**src/rtl/sfx_pkg.sv**
```systemverilog
// Shared definitions for the sound-effect voice scheduler: FSM state
// encodings, default sample/address widths and the output saturation helper.
package sfx_pkg;

  localparam int SAMPLE_W_DEF = 24;
  localparam int ADDR_W_DEF   = 15;

  // Scan FSM states, kept as plain constants so older tools can consume them.
  typedef logic [2:0] state_t;
  localparam state_t ST_IDLE = 3'd0;
  localparam state_t ST_ADDR = 3'd1;
  localparam state_t ST_WAIT = 3'd2;
  localparam state_t ST_ACC  = 3'd3;
  localparam state_t ST_OUT  = 3'd4;

  // Clamp a wide signed value into the signed range of 'width' bits.
  // The caller keeps the low 'width' bits of the result.
  function automatic logic signed [63:0] sat_to_width(input logic signed [63:0] value,
                                                      input int width);
    logic signed [63:0] max_val;
    logic signed [63:0] min_val;
    max_val = (64'sd1 <<< (width - 1)) - 64'sd1;
    min_val = -(64'sd1 <<< (width - 1));
    if (value > max_val) begin
      return max_val;
    end else if (value < min_val) begin
      return min_val;
    end else begin
      return value;
    end
  endfunction

endpackage

```
**src/rtl/sfx_tick_gen.sv**
```systemverilog
// Audio-rate tick generator: counts 0..TICK_DIV-1 and raises tick for the
// single cycle in which the count sits at its last value.
module sfx_tick_gen #(
  parameter int TICK_DIV = 1134
) (
  input  logic clock,
  input  logic reset_n,
  output logic tick
);

  localparam int CW = (TICK_DIV > 1) ? $clog2(TICK_DIV) : 1;
  localparam logic [CW-1:0] LAST = CW'(TICK_DIV - 1);

  logic [CW-1:0] count;

  // Free-running divider that wraps back to zero after its last value.
  always_ff @(posedge clock) begin
    if (!reset_n) begin
      count <= '0;
    end else if (count == LAST) begin
      count <= '0;
    end else begin
      count <= count + CW'(1);
    end
  end

  assign tick = (count == LAST);

endmodule

```
**src/rtl/sfx_voice_scheduler.sv**
```systemverilog
// Sound-effect voice scheduler: on every audio tick, walks all voices in turn,
// fetches one sample per voice from a shared ROM, sums the playing voices and
// hands the saturated mix to the codec through a valid/ready handshake.
module sfx_voice_scheduler
  import sfx_pkg::*;
#(
  parameter int NUM_VOICES = 4,
  parameter int ADDR_W     = ADDR_W_DEF,
  parameter int SAMPLE_W   = SAMPLE_W_DEF,
  parameter int CLIP_LEN   = 32768,
  parameter int TICK_DIV   = 1134,
  parameter int ROM_LAT    = 2,
  parameter int GAIN_SHIFT = 4
) (
  input  logic                  clock,
  input  logic                  reset_n,
  input  logic [NUM_VOICES-1:0] trig,
  output logic [ADDR_W-1:0]     rom_addr,
  input  logic [SAMPLE_W-1:0]   rom_q,
  output logic [SAMPLE_W-1:0]   sample_out,
  output logic                  sample_valid,
  input  logic                  sample_ready,
  output logic [NUM_VOICES-1:0] active,
  output logic                  overrun
);

  localparam int ACC_W = SAMPLE_W + $clog2(NUM_VOICES) + GAIN_SHIFT;
  localparam int VW    = (NUM_VOICES > 1) ? $clog2(NUM_VOICES) : 1;
  localparam int WW    = (ROM_LAT > 1) ? $clog2(ROM_LAT) : 1;

  localparam logic [VW-1:0]     LAST_V    = VW'(NUM_VOICES - 1);
  localparam logic [WW-1:0]     LAST_WAIT = WW'(ROM_LAT - 1);
  localparam logic [ADDR_W-1:0] CLIP_LAST = ADDR_W'(CLIP_LEN - 1);

  logic                     tick;
  state_t                   state;
  logic [VW-1:0]            v;
  logic [WW-1:0]            wait_cnt;
  logic signed [ACC_W-1:0]  acc;
  logic signed [ACC_W-1:0]  rom_ext;
  logic signed [63:0]       mix_wide;
  logic signed [63:0]       mix_sat;
  logic [ADDR_W-1:0]        ptr [NUM_VOICES];
  logic [NUM_VOICES-1:0]    pending;
  logic [NUM_VOICES-1:0]    pend_clr;
  logic [NUM_VOICES-1:0]    trig_r;
  logic [NUM_VOICES-1:0]    trig_prev;
  logic [NUM_VOICES-1:0]    trig_rise;

  sfx_tick_gen #(
    .TICK_DIV(TICK_DIV)
  ) u_tick_gen (
    .clock  (clock),
    .reset_n(reset_n),
    .tick   (tick)
  );

  // Edge detect on the registered triggers, pending clear for the scanned
  // voice, and the sign-extended / gained / saturated datapath values.
  always_comb begin
    trig_rise = trig_r & ~trig_prev;
    pend_clr  = '0;
    if (state == ST_ADDR) begin
      pend_clr[v] = 1'b1;
    end
    rom_ext  = ACC_W'($signed(rom_q));
    mix_wide = 64'(acc) <<< GAIN_SHIFT;
    mix_sat  = sat_to_width(mix_wide, SAMPLE_W);
  end

  // Register the triggers and latch rising edges until the scan reaches the
  // voice; a new edge in the clearing cycle keeps the request alive.
  always_ff @(posedge clock) begin
    if (!reset_n) begin
      trig_r    <= '0;
      trig_prev <= '0;
      pending   <= '0;
    end else begin
      trig_r    <= trig;
      trig_prev <= trig_r;
      pending   <= (pending & ~pend_clr) | trig_rise;
    end
  end

  // Scan FSM: one ADDR/WAIT/ACC slot per voice whether or not it plays, so
  // the tick-to-sample latency never changes.
  always_ff @(posedge clock) begin
    if (!reset_n) begin
      state    <= ST_IDLE;
      v        <= '0;
      wait_cnt <= '0;
      acc      <= '0;
      rom_addr <= '0;
      active   <= '0;
      for (int i = 0; i < NUM_VOICES; i++) begin
        ptr[i] <= '0;
      end
    end else begin
      case (state)
        ST_IDLE: begin
          if (tick) begin
            acc   <= '0;
            v     <= '0;
            state <= ST_ADDR;
          end
        end
        ST_ADDR: begin
          if (pending[v]) begin
            ptr[v]    <= '0;
            active[v] <= 1'b1;
            rom_addr  <= '0;
          end else begin
            rom_addr <= ptr[v];
          end
          wait_cnt <= '0;
          state    <= ST_WAIT;
        end
        ST_WAIT: begin
          if (wait_cnt == LAST_WAIT) begin
            state <= ST_ACC;
          end else begin
            wait_cnt <= wait_cnt + WW'(1);
          end
        end
        ST_ACC: begin
          if (active[v]) begin
            acc <= acc + rom_ext;
          end
          if (ptr[v] == CLIP_LAST) begin
            active[v] <= 1'b0;
          end else begin
            ptr[v] <= ptr[v] + ADDR_W'(1);
          end
          if (v == LAST_V) begin
            state <= ST_OUT;
          end else begin
            v     <= v + VW'(1);
            state <= ST_ADDR;
          end
        end
        ST_OUT: begin
          state <= ST_IDLE;
        end
        default: begin
          state <= ST_IDLE;
        end
      endcase
    end
  end

  // Output register and handshake: a fresh mix always overwrites the held
  // sample, flagging overrun if the previous one was never taken.
  always_ff @(posedge clock) begin
    if (!reset_n) begin
      sample_out   <= '0;
      sample_valid <= 1'b0;
      overrun      <= 1'b0;
    end else begin
      overrun <= 1'b0;
      if (state == ST_OUT) begin
        sample_out   <= mix_sat[SAMPLE_W-1:0];
        sample_valid <= 1'b1;
        overrun      <= sample_valid & ~sample_ready;
      end else if (sample_valid && sample_ready) begin
        sample_valid <= 1'b0;
      end
    end
  end

endmodule
```
**config.mk**
```make
export PLATFORM = sky130hd
export DESIGN_NAME = sfx_voice_scheduler
export DESIGN_NICKNAME = d
export VERILOG_FILES = /design/src/rtl/sfx_pkg.sv /design/src/rtl/sfx_tick_gen.sv /design/src/rtl/sfx_voice_scheduler.sv
export SDC_FILE = /design/constraint.sdc
export NUM_CORES = 1
export LEC_CHECK = 0
export ABC_CLOCK_PERIOD_IN_PS = 3900
export CAP_MARGIN = 0
export CORE_UTILIZATION = 50
export DETAILED_ROUTE_END_ITERATION = 6
export PLACE_DENSITY = 0.8
export SLEW_MARGIN = 25
export SYNTH_ARGS = -nofsm -noshare
export SYNTH_HDL_FRONTEND = slang
export SYNTH_HIERARCHICAL = 1
export SYNTH_SLANG_ARGS = --single-unit
```
**constraint.sdc**
```tcl
create_clock -name clock -period 3.9 [get_ports clock]
set_input_delay 0.585 -clock clock [delete_from_list [all_inputs] [get_ports clock]]
set_output_delay 0.585 -clock clock [all_outputs]
set_load 0.05 [all_outputs]
```
==> results of run 1 <==
## metal layers
metal / share of wire / routed length [um] / global-route usage
met2: 0.49 / 9850 / 0.406
met5: 0 / 0 / 0
met3: 0.064 / 1280 / 0.0473
met4: 0.020 / 403 / 0.0830
met1: 0.42 / 8500 / 0.297
## state kept, by name, summed over array words and instances (netlist names), named ones only
name	flops
acc	30
overrun	1
pending	4
ptr	60
rom_addr	15
sample_out	21
sample_valid	1
state	3
trig_prev	4
trig_r	4
u_tick_gen/count	11
v	2
wait_cnt	1
## final timing paths
check             startpoint            to  depth (start not counted)
setup / recovery    register     ptr[0][3]                          9
setup reg to reg    register     ptr[0][3]                          9
hold reg to reg    trig_r[2]  trig_prev[2]                          1
hold / removal     trig_r[2]  trig_prev[2]                          1
## cells in the final DEF, fill, tap and decap left out, types with 5 or more instances in the layout
cell / n
a211oi_1: 9
a21boi_0: 30
a21o_1: 14
a21oi_1: 51
a22oi_1: 12
a311oi_1: 5
a31oi_1: 6
and2_1: 13
and3_1: 13
buf_4: 15
clkbuf_16: 20
clkdlybuf4s50_1: 74
dfxtp_1: 103
edfxtp_1: 60
ha_1: 36
inv_1: 18
mux4_2: 16
nand2_1: 93
nand3_1: 33
nand4_1: 12
nor2_1: 87
nor2b_1: 22
o211ai_1: 21
o21a_1: 8
o21ai_0: 23
o21ai_1: 13
o21bai_1: 6
o31ai_1: 9
or3_1: 5
xnor2_1: 21
xor2_1: 16
## final cells by class
| type | count | area (sq um) | area share |
|---|---|---|---|
| Multi-Input combinational cell | 637 | 4290 | 0.431 |
| Sequential cell | 163 | 3860 | 0.388 |
| Timing Repair Buffer | 90 | 858 | 0.0861 |
| Clock buffer | 22 | 522 | 0.0523 |
| Tap cell | 220 | 275 | 0.0276 |
| Clock inverter | 10 | 81.3 | 0.00816 |
| Inverter | 20 | 75.1 | 0.00753 |
## cell families after synthesis
| family | Yosys count | synth area share |
|---|---|---|
| AO/OA/AOI/OAI | 229 | 0.180 |
| flip-flops | 163 | 0.455 |
| buffers and inverters | 74 | 0.0430 |
| multiplexers | 22 | 0.0498 |
| adder cells (fa/ha/maj) | 37 | 0.0554 |
| AND/OR/NAND/NOR | 312 | 0.179 |
| XOR/XNOR | 37 | 0.0381 |
## Yosys cell counts, types with 14 or more instances
master / n / area, sq um
o211ai_1: 21 / 158
edfxtp_1: 60 / 1800
o21ai_0: 23 / 115
nand3_1: 33 / 165
ha_1: 36 / 450
xnor2_1: 21 / 184
a21oi_1: 51 / 255
nor2_1: 87 / 327
a21o_1: 14 / 105
nor2b_1: 22 / 138
xor2_1: 16 / 140
inv_1: 18 / 67.6
mux4_2: 16 / 360
nand2_1: 93 / 349
clkbuf_1: 37 / 139
dfxtp_1: 103 / 2060
a21boi_0: 30 / 225
## power breakdown
part / switching [uW] / internal [uW]
logic: 109 / 82.6
registers: 11.5 / 1790
clock network: 716 / 966
total: 836 / 2840
## through the flow
step	worst slack, ns	std cells	hold WS, ns
after floorplan	0.147	874	0.421
after global placement	0.409	1130	0.438
after detailed placement	0.354	1130	0.437
after CTS	0.641	1162	0.455
after global routing	0.488	1162	0.475
final	0.658	1162	0.449
==> results.md, run 1 <==
- # clock sinks: 163
- Vias in the first global route: 6,618
- Delay of the slowest critical-path stage: 0.63 ns
- Post-cts sizing count: 0
- Worst skew pair latency: 0.43 ns
- Pwr/cell area: 369 nW/um^2
- Pins Over Slew Limit: 0
- Port buffer count: 75
- P&R area growth vs syn: 17.3%
- Number of I/O pins: 76
- Hold Buf Count CTS: 0
- Pwr Total: 3670 uW
- Worst-margin pin slew: 1.01 ns
- Element type at the critical path end: register
- Period utilisation layout: 0.831
- Number of DRC markers in iteration 0: 480
- Die height: 132 um
- Clk_skew: 0.00743 ns
- Final setup TNS: 0 ns
- Bufs on Longest Clock Path: 2
- Postcts setup bufs: 0
- Post-DP HPWL: 13,600 um
- TritonRoute pass-1 iters: 5
- TritonCTS buffer count: 17
- CP dominant cell by count: buf_4
- Mapped Nets: 942
- CP Data Arrival Time: 3.36 ns
- Row cnt: 47
- Buf/Inv on CP: 2
- Critical path's top delay family: simple AND/OR/NAND/NOR gates
- Core Area: 16,600 sq um
- N_diodes: 0
- Initial antenna violation count: 0
- Starting Density: 0.513
- Critical path class: register to register
- Yosys Warn Count: 6
- Slowest stage cell, crit path: mux4_2
- Final hold vios: 0
- Reg clk slew, reported paths: 0.06 ns
- DRT Wirelength: 20,000 um
- Total GRT Usage: 0.237
- Mean Syn Cell Area: 9.72 sq um
- Top_reg_cell synth: dfxtp_1
- First-pass GRT wire length: 32,800 um
- Fillers: 1,384
- Rel. slew slack: 0.318
- Share of layout cells above drive strength 1: 0.0860
- Distinct cells, synth: 71
- Critical Path Source Type: register
- Via/cell ratio: 5.91
- H-tree depth: 4
- CP Cell Sequence: buf_4 -> mux4_2 -> ha_1 -> and4_4 -> and3_4 -> nand3b_4 -> and2_1 -> o31ai_2 -> buf_4
- Largest fanout on the critical path: 20
- Asr flop ratio synth: 0
- Static Leakage: 0.00363 uW
- Final Wtd Congestion: 0.957
- Req. time, crit path: 4.02 ns
- Max-cap violations: 0
- Clock Tree Root: clkbuf_16
- Post-synth EDFFs: 60
- Status: complete, no violations
- # setup viols final: 0
- Unrepaired setup endpoints after global routing: false
- Mapped Area: 8500 sq um
- HP Class: register to register
- # DRC: 0
- Largest net degree at the start of global routing: 43
- Post-Syn Instances: 874
- Design area: 9970 sq um
- Final min period: 3.24 ns
- Post-Route Utilization: 0.601
- DP Area: 9370 sq um
- TritonCTS clock tree: done
- Via count: 6,873
- Remaining Overflow, GRT: 0
- Flop and latch count out of synthesis: 163
- Setup slack, reg-to-reg: 0.66 ns
- WL per Instance: 17.2 um
- Fmax: 308 MHz
- Register area share after synthesis: 0.455
- Number of nets still failing antenna checks after routing: 0
- Die area: 17,500 sq um
- Die width: 132 um
- Worst IR Drop VDD: 0.330 mV
- Layout net count: 997
Power figures use the tool's default switching activity.
==> run 2, diff against run 1 <==
Settings changed: ABC_CLOCK_PERIOD_IN_PS 3900 to 2650.
Clock period 3.9 ns to 2.65 ns, I/O delays scaled along.
==> results.md, run 2 (synthesized netlist as in run 1, its figures left out) <==
- Element type at the critical path end: register (unchanged)
- Commonest cells after routing, fill and taps aside: 122 x buf_4, 101 x dfxtp_1, 93 x nand2_1 (was 103 x dfxtp_1, 93 x nand2_1, 87 x nor2_1)
- Via/cell ratio: 5.73 (was 5.91)
- Layout net count: 1,115 (was 997)
- Failing checks: negative setup slack
- CP Cell Sequence: buf_12 -> mux4_2 -> and4_4 -> and4_4 -> and3_4 -> nand3b_4 -> and2_4 -> o31ai_4 -> buf_4 -> buf_12 (was buf_4 -> mux4_2 -> ha_1 -> and4_4 -> and3_4 -> nand3b_4 -> and2_1 -> o31ai_2 -> buf_4)
- H-tree depth: 4 (unchanged)
- Core Area: 16,600 sq um (unchanged)
- Max FFs per register: 60 (unchanged)
- Pwr Total: 5540 uW (was 3670 uW)
- Pwr/cell area: 496 nW/um^2 (was 369 nW/um^2)
- Slowest stage cell, crit path: mux4_2 (unchanged)
- CP Data Arrival Time: 2.86 ns (was 3.36 ns)
- Number of DRC markers in iteration 0: 494 (was 480)
- Static Leakage: 0.00429 uW (was 0.00363 uW)
- Delay of the slowest critical-path stage: 0.52 ns (was 0.63 ns)
- Number of I/O pins: 76 (unchanged)
- Biggest regs: ptr x60, acc x30, sample_out x21 (unchanged)
- Port buffer count: 75 (unchanged)
- Final Wtd Congestion: 0.893 (was 0.957)
- Number of nets still failing antenna checks after routing: 0 (unchanged)
- Die area: 17,500 sq um (unchanged)
- Unrepaired setup endpoints after global routing: true (was false)
- Req. time, crit path: 2.81 ns (was 4.02 ns)
- Final min period: 2.70 ns (was 3.24 ns)
- HP Class: input pin to register (was register to register)
- Vias in the first global route: 7,261 (was 6,618)
- # DRC: 0 (unchanged)
- Critical path class: register to register (unchanged)
- Critical Path Source Type: register (unchanged)
- Bufs on Longest Clock Path: 2 (unchanged)
- First-pass GRT wire length: 35,300 um (was 32,800 um)
- Largest fanout on the critical path: 8 (was 20)
- Share of layout cells above drive strength 1: 0.212 (was 0.0860)
- Clk_skew: 0.0144 ns (was 0.00743 ns)
- Final hold vios: 0 (unchanged)
- Via count: 7,330 (was 6,873)
- Starting Density: 0.513 (unchanged)
- # setup viols final: 40 (was 0)
- Post-DP HPWL: 15,500 um (was 13,600 um)
- Commonest non-fill, non-tap cell in the layout: buf_4 (was dfxtp_1)
- TritonCTS buffer count: 17 (unchanged)
- P&R area growth vs syn: 31.4% (was 17.3%)
- N_diodes: 0 (unchanged)
- Reg with most FFs: ptr (unchanged)
- Period utilisation layout: 1.02 (was 0.831)
- Largest net degree at the start of global routing: 38 (was 43)
- Worst-margin pin slew: 0.757 ns (was 1.01 ns)
- Worst skew pair latency: 0.44 ns (was 0.43 ns)
- Total GRT Usage: 0.255 (was 0.237)
- Die width: 132 um (unchanged)
- Remaining Overflow, GRT: 0 (unchanged)
- Hold Buf Count CTS: 0 (unchanged)
- Status: complete, but fails checks (was complete, no violations)
- TritonCTS clock tree: done (unchanged)
- Rel. slew slack: 0.494 (was 0.318)
- Final setup TNS: -1.06 ns (was 0 ns)
- Max-cap violations: 0 (unchanged)
- DRT Wirelength: 22,300 um (was 20,000 um)
- Fmax: 370 MHz (was 308 MHz)
- # clock sinks: 163 (unchanged)
- Reg clk slew, reported paths: 0.06 ns (about the same)
- Clock Tree Root: clkbuf_16 (unchanged)
- Initial antenna violation count: 0 (unchanged)
- WL per Instance: 17.4 um (was 17.2 um)
- TritonRoute pass-1 iters: 5 (unchanged)
- Row cnt: 47 (unchanged)
- Pins Over Slew Limit: 0 (unchanged)
- Setup ws final: -0.0512 ns (was 0.658 ns)
- Worst IR Drop VDD: 0.483 mV (was 0.330 mV)
- Die height: 132 um (unchanged)
[run 2: changes by cell type in the layout (fill, tap and decap cells not counted), moves of 4 or more]
cell,previous run,this run
buf_4,15,122
a211oi_2,0,4
clkinvlp_4,0,4
a211oi_1,9,5
buf_12,0,8
[run 2: what timing repair did]
item / 4_1_cts / 5_1_grt
endpoints found under the setup margin: 54 / 80
pin swaps: 5 / 15
gates cloned: 1 / 0
gates resized for setup: 16 / 21
buffers inserted: 3 / 7
[run 2: per-layer routing]
metal,vias up,track usage,part of all wire
met4,0,0.103,0.027
met1,3497,0.303,0.41
met3,43,0.0500,0.056
met5,-,0,0
met2,254,0.451,0.51
li1,3536,-,-
[run 2: metrics by stage]
stage	hold WS [ns]	cell area, sq um	setup WS (ns)	std cells	utilization
6_report	0.424	11200	-0.0512	1280	0.674
5_1_grt	0.437	11200	-0.122	1280	0.674
4_1_cts	0.425	11000	-0.0440	1273	0.664
3_5_place_dp	0.445	10300	-0.673	1237	0.622
3_3_place_gp	0.431	10300	-0.631	1237	0.622
2_1_floorplan	0.421	8560	-0.356	874	-
[run 2: worst paths after layout]
check                           cells after the start        start  slack [ns]     endpoint
worst max-delay path                               10     register       -0.05    ptr[0][6]
worst min-delay path                                2      reset_n        0.42    trig_r[1]
worst min register to register                      2  rom_addr[1]        0.45  rom_addr[1]
worst max register to register                     10     register       -0.05    ptr[0][6]
[run 2: cell type report]
| type | count | area, sq um |
|---|---|---|
| Clock buffer | 20 | 458 |
| Clock inverter | 12 | 143 |
| Fill cell | 1253 | 5410 |
| Inverter | 20 | 75.1 |
| Multi-Input combinational cell | 637 | 4480 |
| Sequential cell | 163 | 3870 |
| Tap cell | 220 | 275 |
| Timing Repair Buffer | 208 | 1870 |
[run 2: worst max-delay path: cells and delay by family (launching register included)]
kind            cells  cell delay [ns]
flops               1             0.37
mux                 1             0.52
buf+inv             3             0.40
compound gates      1             0.20
simple gates        5             0.92
[run 2: report_power, final]
part / internal (uW) / leakage (uW) / switching [uW] / total [uW]
Clock: 1460 / 0.000280 / 1060 / 2510
Combinational: 185 / 0.00255 / 189 / 374
Sequential: 2630 / 0.00145 / 18.8 / 2650
Total: 4280 / 0.00429 / 1260 / 5540
==> run 3, diff against run 2 <==
Settings changed: GPL_ROUTABILITY_DRIVEN set to 0, MAX_ROUTING_LAYER set to met4.
==> results.md, run 3 (synthesized netlist as in run 1, its figures left out) <==
- Status: complete, but fails checks (unchanged)
- Failing checks: negative setup slack (unchanged)
- HP Class: input pin to register (unchanged)
- Multi-input gate area: 4530 sq um (was 4480 sq um)
- TritonCTS clock tree: done (unchanged)
- Biggest regs: ptr x60, acc x30, sample_out x21 (unchanged)
- # clock sinks: 163 (unchanged)
- Port buffer count: 75 (unchanged)
- GR Util met3: 0.0523 (was 0.0500)
- Critical Path Source Type: register (unchanged)
- Die height: 132 um (unchanged)
- Commonest non-fill, non-tap cell in the layout: buf_4 (unchanged)
- Setup ws final: -0.132 ns (was -0.0512 ns)
- Die area: 17,500 sq um (unchanged)
- TritonCTS buffer count: 17 (unchanged)
- Static Leakage: 0.00430 uW (was 0.00429 uW)
- CP Cell Sequence: buf_12 -> mux4_2 -> and4_4 -> and4_4 -> and3_4 -> nand3b_4 -> buf_6 -> o311ai_4 -> buf_6 -> buf_12 (was buf_12 -> mux4_2 -> and4_4 -> and4_4 -> and3_4 -> nand3b_4 -> and2_4 -> o31ai_4 -> buf_4 -> buf_12)
- Bufs on Longest Clock Path: 2 (unchanged)
- Pre-CTS setup slack: -0.654 ns (was -0.673 ns)
- Pins Over Slew Limit: 0 (unchanged)
- Commonest cells after routing, fill and taps aside: 125 x buf_4, 101 x dfxtp_1, 93 x nand2_1 (was 122 x buf_4, 101 x dfxtp_1, 93 x nand2_1)
- Register area: 3870 sq um (unchanged)
- Via count: 7,466 (was 7,330)
- Fillers: 1,226 (was 1,253)
- DP Cell Count: 1,237 (unchanged)
- # DRC: 0 (unchanged)
- Post-Route Utilization: 0.676 (was 0.674)
- Fmax: 359 MHz (was 370 MHz)
- Share of layout cells above drive strength 1: 0.232 (was 0.212)
- Delay of the slowest critical-path stage: 0.50 ns (was 0.52 ns)
- Element type at the critical path end: register (unchanged)
- N_diodes: 0 (unchanged)
- Worst skew pair latency: 0.44 ns (about the same)
- Reg clk slew, reported paths: 0.06 ns (about the same)
- Number of I/O pins: 76 (unchanged)
- TritonRoute pass-1 iters: 5 (unchanged)
- Remaining Overflow, GRT: 0 (unchanged)
- Clk_skew: 0.0107 ns (was 0.0144 ns)
- Post-DP HPWL: 15,400 um (was 15,500 um)
- Layout net count: 1,122 (was 1,115)
- DRT Wirelength: 22,700 um (was 22,300 um)
- Slowest stage cell, crit path: mux4_2 (unchanged)
- Period utilisation layout: 1.05 (was 1.02)
- Vias in the first global route: 7,246 (was 7,261)
- Worst IR Drop VDD: 0.484 mV (was 0.483 mV)
- Req. time, crit path: 2.80 ns (was 2.81 ns)
- Via/cell ratio: 5.80 (was 5.73)
- Hold Buf Count CTS: 0 (unchanged)
- WL per Instance: 17.6 um (was 17.4 um)
- Die width: 132 um (unchanged)
- Unrepaired setup endpoints after global routing: true (unchanged)
- Max FFs per register: 60 (unchanged)
- Number of DRC markers in iteration 0: 595 (was 494)
- P&R area growth vs syn: 31.9% (was 31.4%)
- First-pass GRT wire length: 36,200 um (was 35,300 um)
- Non-filler cells, final: 1,287 (was 1,280)
- Final hold vios: 0 (unchanged)
- Starting Density: 0.513 (unchanged)
- # setup viols final: 68 (was 40)
- Largest net degree at the start of global routing: 37 (was 38)
- Fin Hold WS: 0.407 ns (was 0.424 ns)
- H-tree depth: 4 (unchanged)
- Pwr/cell area: 468 nW/um^2 (was 496 nW/um^2)
- GRT met2 Usage: 0.459 (was 0.451)
- Gr busiest metal: met2 (unchanged)
- Clock Tree Root: clkbuf_16 (unchanged)
- Rel. slew slack: 0.309 (was 0.494)
- Grt met1 use: 0.315 (was 0.303)
- Critical path class: register to register (unchanged)
- Total GRT Usage: 0.270 (was 0.255)
- Core Area: 16,600 sq um (unchanged)
- Number of nets still failing antenna checks after routing: 0 (unchanged)
- CP Data Arrival Time: 2.93 ns (was 2.86 ns)
- Worst-margin pin slew: 1.03 ns (was 0.757 ns)
- Initial antenna violation count: 0 (unchanged)
- Reg with most FFs: ptr (unchanged)
- Max-cap violations: 0 (unchanged)
- Final min period: 2.78 ns (was 2.70 ns)
- Row cnt: 47 (unchanged)
- Largest fanout on the critical path: 8 (unchanged)
[run 3: cell count changes in the layout (fill, tap and decap cells not counted), sizes merged]
cell	delta
bufinv	-2
or2	+1
clkbuf	+1
clkdlybuf4s50	-1
buf	+5
inv	-2
dlymetal6s2s	+1
clkinv	+4
[run 3: layout make-up]
| class | count | area share |
|---|---|---|
| clock inverter | 12 | 0.00725 |
| tap | 220 | 0.0246 |
| inverter | 20 | 0.00670 |
| timing repair buffer | 214 | 0.174 |
| multi-input combinational | 638 | 0.404 |
| clock buffer | 20 | 0.0389 |
| sequential | 163 | 0.345 |
[run 3: repair_timing]
item,CTS,global route
setup endpoints to repair,112,103
cloned,2,2
setup buffers,7,8
gates resized for setup,18,44
pin swaps,5,14
[run 3: path summary, 6_finish.rpt]
check,start,end,slack (ns),cells past startpoint
worst max-delay path,register,ptr[3][9],-0.13,10
worst min register to register,trig_r[1],trig_prev[1],0.45,1
worst min-delay path,rom_q[0],acc[0],0.41,4
worst max register to register,register,ptr[3][9],-0.13,10
[run 3: through the flow]
step,TNS [ns],cell area [sq um],power [uW]
floorplan,-15.89,8560,2880
global placement,-7.25,10300,3040
detailed placement,-9.95,10300,3050
CTS,-2.73,11000,5250
global route,-9.55,11200,5400
finish,-4.78,11200,5240
[run 3: layer usage]
metal | up-vias | wire length (um)
met1 | 3593 | 9270
li1 | 3542 | -
met5 | - | 0
met3 | 56 | 1290
met2 | 275 | 11500
met4 | 0 | 599
[run 3: power by group]
part	internal (uW)	leakage, uW	switching (uW)
clock network	1190	0.000247	1020
logic	186	0.00260	193
registers	2630	0.00145	18.3
total	4010	0.00430	1230
[run 3: worst max-delay path: cells and delay by family (launching register included)]
family                 cells  cell delay [ns]
flip-flops                 1             0.40
buffers and inverters      4             0.57
AND/OR/NAND/NOR            4             0.75
AO/OA/AOI/OAI              1             0.25
multiplexers               1             0.50
